### config.mk
export PLATFORM = sky130hd
export DESIGN_NAME = ps2_digit_accumulator
export DESIGN_NICKNAME = d
export VERILOG_FILES = /design/src/rtl/ps2_digit_pkg.sv /design/src/rtl/bcd8_to_bin_serial.sv /design/src/rtl/ps2_digit_accumulator.sv
export SDC_FILE = /design/constraint.sdc
export NUM_CORES = 1
export LEC_CHECK = 0
export ABC_CLOCK_PERIOD_IN_PS = 5050
export BUFFER_PORTS_ARGS = -buffer_cell sky130_fd_sc_hd__buf_2
export CORE_MARGIN = 2
export CORE_UTILIZATION = 44
export DETAILED_ROUTE_END_ITERATION = 16
export MAX_ROUTING_LAYER = met4
export PLACE_DENSITY_LB_ADDON = 0.25
export SLEW_MARGIN = 20
export SYNTH_ARGS = -nofsm -noshare
export SYNTH_HDL_FRONTEND = slang
export SYNTH_SLANG_ARGS = --single-unit
export TNS_END_PERCENT = 1
### constraint.sdc
create_clock -name clk -period 5.05 [get_ports clk]
set_clock_uncertainty 0.2 [all_clocks]
set_input_delay 1.01 -clock clk [delete_from_list [all_inputs] [get_ports clk]]
set_output_delay 1.01 -clock clk [all_outputs]
set_load 0.1 [all_outputs]
### src/rtl/ps2_digit_pkg.sv
// rtl/ps2_digit_pkg.sv - shared scancodes, entry states and key decode for ps2_digit_accumulator
package ps2_digit_pkg;

   localparam int BCD_W = 4;
   localparam int NUM_W = 32;

   localparam logic [7:0] SC_0     = 8'h45;
   localparam logic [7:0] SC_1     = 8'h16;
   localparam logic [7:0] SC_2     = 8'h1E;
   localparam logic [7:0] SC_3     = 8'h26;
   localparam logic [7:0] SC_4     = 8'h25;
   localparam logic [7:0] SC_5     = 8'h2E;
   localparam logic [7:0] SC_6     = 8'h36;
   localparam logic [7:0] SC_7     = 8'h3D;
   localparam logic [7:0] SC_8     = 8'h3E;
   localparam logic [7:0] SC_9     = 8'h46;
   localparam logic [7:0] SC_ENTER = 8'h5A;
   localparam logic [7:0] SC_BKSP  = 8'h66;
   localparam logic [7:0] SC_ESC   = 8'h76;

   typedef enum logic [1:0] {
      ST_IDLE    = 2'd0,
      ST_CONVERT = 2'd1,
      ST_DONE    = 2'd2
   } state_t;

   typedef struct packed {
      logic             hit;
      logic [BCD_W-1:0] val;
   } key_digit_t;

   function automatic key_digit_t decode_digit(input logic [7:0] sc);
      key_digit_t r;
      r.hit = 1'b1;
      r.val = '0;
      case (sc)
         SC_0:    r.val = 4'd0;
         SC_1:    r.val = 4'd1;
         SC_2:    r.val = 4'd2;
         SC_3:    r.val = 4'd3;
         SC_4:    r.val = 4'd4;
         SC_5:    r.val = 4'd5;
         SC_6:    r.val = 4'd6;
         SC_7:    r.val = 4'd7;
         SC_8:    r.val = 4'd8;
         SC_9:    r.val = 4'd9;
         default: r.hit = 1'b0;
      endcase
      return r;
   endfunction

endpackage

### src/rtl/bcd8_to_bin_serial.sv
// rtl/bcd8_to_bin_serial.sv - serial 8-digit BCD to binary, one digit per cycle, msd first
module bcd8_to_bin_serial
   import ps2_digit_pkg::*;
(
   input  logic                        clk,
   input  logic                        rst,
   input  logic                        start,
   input  logic [7:0][BCD_W-1:0]       bcd,
   output logic                        done,
   output logic [NUM_W-1:0]            result,
   output logic                        busy
);

   logic [NUM_W-1:0] acc;
   logic [2:0]       idx;
   logic [NUM_W-1:0] acc_next;

   // acc*10 as two shifts; the final sum is presented on result during the done cycle
   assign acc_next = (acc << 3) + (acc << 1) + NUM_W'(bcd[idx]);
   assign done     = busy && (idx == 3'd0);
   assign result   = acc_next;

   always_ff @(posedge clk or negedge rst) begin
      if (!rst) begin
         acc  <= '0;
         idx  <= '0;
         busy <= 1'b0;
      end else if (start) begin
         acc  <= '0;
         idx  <= 3'd7;
         busy <= 1'b1;
      end else if (busy) begin
         acc <= acc_next;
         idx <= idx - 3'd1;
         if (idx == 3'd0)
            busy <= 1'b0;
      end
   end

endmodule

### src/rtl/ps2_digit_accumulator.sv
// rtl/ps2_digit_accumulator.sv - PS2 keypad digit entry, backspace and Enter-to-binary for CPU MMIO
// Optional Esc clear key: define PS2_DIGIT_CLEAR_KEY_EN.
module ps2_digit_accumulator
   import ps2_digit_pkg::*;
#(
   parameter int MAX_DIGITS = 8
) (
   input  logic             clk,
   input  logic             rst,
   input  logic [7:0]       scancode,
   input  logic             key_pressed,
   input  logic             cpu_read_ack,
   output logic [NUM_W-1:0] number,
   output logic             number_valid,
   output logic [BCD_W-1:0] digit0,
   output logic [BCD_W-1:0] digit1,
   output logic [BCD_W-1:0] digit2,
   output logic [BCD_W-1:0] digit3,
   output logic [BCD_W-1:0] digit4,
   output logic [BCD_W-1:0] digit5,
   output logic [BCD_W-1:0] digit6,
   output logic [BCD_W-1:0] digit7,
   output logic [3:0]       digit_count,
   output logic             busy
);

   localparam logic [3:0] MAX_CNT = 4'(MAX_DIGITS);

   state_t                  state;
   logic [7:0][BCD_W-1:0]   digits;
   logic [3:0]              count;
   logic                    start_q;
   key_digit_t              kd;
   logic                    conv_done;
   logic [NUM_W-1:0]        conv_result;
   logic                    conv_busy;

   assign kd = decode_digit(scancode);

   always_ff @(posedge clk or negedge rst) begin
      if (!rst) begin
         state        <= ST_IDLE;
         digits       <= '0;
         count        <= '0;
         number       <= '0;
         number_valid <= 1'b0;
         start_q      <= 1'b0;
      end else begin
         start_q <= 1'b0;
         case (state)
            ST_IDLE: begin
               if (key_pressed) begin
                  if (kd.hit) begin
                     if (count < MAX_CNT) begin
                        digits <= {digits[6:0], kd.val};
                        count  <= count + 4'd1;
                     end
                  end else if (scancode == SC_BKSP) begin
                     if (count != 4'd0) begin
                        digits <= {BCD_W'(0), digits[7:1]};
                        count  <= count - 4'd1;
                     end
                  end else if (scancode == SC_ENTER) begin
                     if (count != 4'd0) begin
                        state   <= ST_CONVERT;
                        start_q <= 1'b1;
                     end
`ifdef PS2_DIGIT_CLEAR_KEY_EN
                  end else if (scancode == SC_ESC) begin
                     digits       <= '0;
                     count        <= '0;
                     number_valid <= 1'b0;
`endif
                  end
               end
            end
            ST_CONVERT: begin
               // keys are swallowed here; digits stay frozen for the converter
               if (conv_done) begin
                  number       <= conv_result;
                  number_valid <= 1'b1;
                  state        <= ST_DONE;
               end
            end
            ST_DONE: begin
               if (cpu_read_ack) begin
                  digits       <= '0;
                  count        <= '0;
                  number_valid <= 1'b0;
                  state        <= ST_IDLE;
               end else if (key_pressed && kd.hit) begin
                  digits       <= {28'd0, kd.val};
                  count        <= 4'd1;
                  number_valid <= 1'b0;
                  state        <= ST_IDLE;
`ifdef PS2_DIGIT_CLEAR_KEY_EN
               end else if (key_pressed && scancode == SC_ESC) begin
                  digits       <= '0;
                  count        <= '0;
                  number_valid <= 1'b0;
                  state        <= ST_IDLE;
`endif
               end
            end
            default: state <= ST_IDLE;
         endcase
      end
   end

   bcd8_to_bin_serial u_conv (
      .clk    (clk),
      .rst    (rst),
      .start  (start_q),
      .bcd    (digits),
      .done   (conv_done),
      .result (conv_result),
      .busy   (conv_busy)
   );

   assign busy        = conv_busy;
   assign digit_count = count;
   assign digit0      = digits[0];
   assign digit1      = digits[1];
   assign digit2      = digits[2];
   assign digit3      = digits[3];
   assign digit4      = digits[4];
   assign digit5      = digits[5];
   assign digit6      = digits[6];
   assign digit7      = digits[7];

endmodule

==> results.json <==
{
  "grt_max_degree": 68,
  "drive_gt1_frac": 0.169,
  "avgSynthCellArea_sq_um": 9.46,
  "port_buffers": 81,
  "worstPathArrival_ps": 4510,
  "seq_area_sq_um": 2680,
  "vias": 5837,
  "rr_worst_depth": 13,
  "path_clk_slew_ps": 80,
  "ir_drop_uv": 156,
  "rsz0062_at_grt": "false",
  "grt-ovfl-total": 0,
  "power.density_nw_per_um2": 261,
  "antenna_found_initial": 0,
  "clk_latency_ps": 370,
  "multi_input_area_sq_um": 4170,
  "crit_fanout": 10,
  "io-pin-count": 82,
  "cts_tree": "yes",
  "nNetsFinal": 886,
  "viasPerCell": 5.67,
  "fin_tns_setup_ps": 0,
  "postRouteWirelength_um": 17400,
  "async_flop_share": 1.00,
  "post-cts-setup-buffers": 0,
  "first_iter_violations": 364,
  "ys_warn_count": 0,
  "holdCritPathClass": "register to register",
  "ys_seq_elements": 107,
  "fillers": 1473,
  "p_leak_nw": 3.88,
  "ant_nets": 0,
  "crit_path_start": "u_conv.idx[0]",
  "reg2reg_setup_slack_ps": 640,
  "synth_cell_type_count": 71,
  "synth_edf_count": 0,
  "crit_family": "compound AO/OA/AOI/OAI gates",
  "syn_to_final_growth_pct": 12.0,
  "synth_area_leader_cell": "dfrtp_1",
  "synthFlopType": "dfrtp_1",
  "status": "finished, final reports clean",
  "clock_sinks": 107,
  "worstSetupPathType": "register to register",
  "ctsHoldBuffers": 0,
  "synthCells": 751,
  "synth_nets": 829,
  "die_x_um": 131,
  "hold_violations": 0,
  "cp-endpoint": "number[30]",
  "place_congestion": 0.910,
  "crit_cells": 13,
  "worst-endpoint-required_ps": 5150,
  "timing.final.crit_share": 0.874,
  "synth_common_cells": "111 x nand2_1, 107 x dfrtp_1, 63 x ha_1",
  "max_freq_mhz": 227,
  "synth_area_sq_um": 7110,
  "worst_slew_pin_slew_ps": 874,
  "cts_root_buf": "clkbuf_16",
  "hpwl_um": 12700,
  "ys_seq_area_frac": 0.377,
  "cts_resized": 0,
  "fin_crit_ps": 4410,
  "start_kind": "register",
  "drcViolationCount": 0,
  "finalSetupViolations": 0,
  "report.final.slew_viol_count": 0,
  "die_y_um": 131,
  "initial_core_util": 0.449,
  "die_area_sq_um": 17200,
  "slowest_delay_ps": 690,
  "cp-end-kind": "register",
  "core_area_sq_um": 15800,
  "grt_pass1_wl_um": 29400,
  "finalPower_mw": 2.08,
  "cp_cell_sequence": "mux4_2 -> mux2_2 -> ha_1 -> ha_1 -> inv_1 -> fa_1 -> nor2b_1 -> o2111ai_1 -> a211oi_2 -> a211oi_1 -> o31a_1 -> or4_1 -> nand3_1",
  "cp_slowest_cell": "dfrtp_1",
  "whs_path_depth": 2,
  "cap_violations": 0,
  "wire_per_inst_um": 16.9,
  "cts_buffers": 9,
  "crit_top_cell": "ha_1",
  "grt_pass1_vias": 5752,
  "rows": 46,
  "synth_area_leaders": "dfrtp_1 38%, ha_1 11%, nand2_1 5.9%",
  "relSlewSlack": 0.417,
  "firstDrtPassIters": 5,
  "r2r_end": "number[30]",
  "synth_top_area_frac": 0.377,
  "n_antenna_cell": 0,
  "timing.rr.start": "u_conv.idx[0]",
  "track_usage": 0.214,
  "crit_buf_inv": 1,
  "clock_path_buffers": 2,
  "htreeDepth": 3,
  "synth.most_common_cell": "nand2_1"
}
-- how the worst min path moves through the flow --
stage,end,slack (ps),startpoint
after CTS,number[18],280,number[18]
after global routing,number[23],300,number[23]
after detailed placement,number[18],260,number[18]
after global placement,number[18],260,number[18]
after floorplan,u_conv.acc[26],280,u_conv.acc[26]
final,number[18],270,number[18]
-- kinds of logic after synthesis --
kind of cell	share of synthesized area
multiplexers	0.0949
AO/OA/AOI/OAI	0.178
AND/OR/NAND/NOR	0.159
buffers and inverters	0.0373
adder cells (fa/ha/maj)	0.119
flip-flops	0.377
XOR/XNOR	0.0345
-- per-stage QoR --
step / area, sq um / hold slack, ps / std cells / util / worst slack [ps]
finish: 7960 / 268 / 1029 / 0.503 / 638
global route: 7960 / 301 / 1029 / 0.503 / 441
CTS: 7960 / 276 / 1029 / 0.503 / 645
detailed placement: 7650 / 257 / 1013 / 0.484 / 711
global placement: 7650 / 255 / 1013 / 0.484 / 783
floorplan: 7110 / 281 / 751 / - / 886
-- layout by cell type (no fill, tap or decap), types with 3 or more instances in the layout --
master	count
nand4_1	10
xor2_1	9
nor3_1	10
nand3b_1	3
dfrtp_1	107
nand2_1	111
a22o_1	15
buf_2	80
fa_1	3
mux4_2	8
a21o_1	10
ha_1	63
a211oi_1	8
o21ai_1	20
mux2_2	10
xnor2_1	19
nor2_1	38
a221oi_1	3
o31ai_1	6
and2_1	4
o211ai_1	3
nand3_1	12
a21oi_1	49
buf_4	8
or4_1	3
or3_1	3
a31oi_1	3
inv_6	3
inv_1	19
o21ai_0	44
mux2i_1	37
o21bai_1	3
nand2b_1	10
clkbuf_16	9
o21a_1	7
and3_1	6
nor2b_1	6
-- layer usage --
| metal | wire [um] | track usage |
|---|---|---|
| met1 | 8000 | 0.278 |
| met2 | 8470 | 0.349 |
| met3 | 637 | 0.0370 |
| met4 | 256 | 0.0574 |
| met5 | 0 | - |
-- power by group --
part | total [mW] | internal [mW] | leakage, nW | switching, mW
registers | 0.943 | 0.888 | 1.48 | 0.0554
logic | 0.417 | 0.121 | 2.25 | 0.296
clock network | 0.719 | 0.353 | 0.148 | 0.365
-- flip-flops by register name, indices dropped and copies added (netlist names) --
signal / flops
digit5: 4
number: 32
digit0: 4
digit3: 4
u_conv.acc: 31
number_valid: 1
u_conv.busy: 1
digit6: 4
digit2: 4
digit1: 4
digit7: 4
state: 2
digit4: 4
u_conv.idx: 3
digit_count: 4
start_q: 1
-- tightest hold or removal path, cell delays in order, from the launching register on --
cell and delay [ps]:
dfrtp_1 340, nand2_1 50, nand2_1 50
-- area by class of cell --
cell class | instances | area share
multi-input combinational | 583 | 0.525
sequential | 107 | 0.336
timing repair buffer | 88 | 0.0579
tap | 216 | 0.0340
clock buffer | 9 | 0.0283
clock inverter | 7 | 0.00991
inverter | 19 | 0.00896
(Power assumes the default switching activity.)
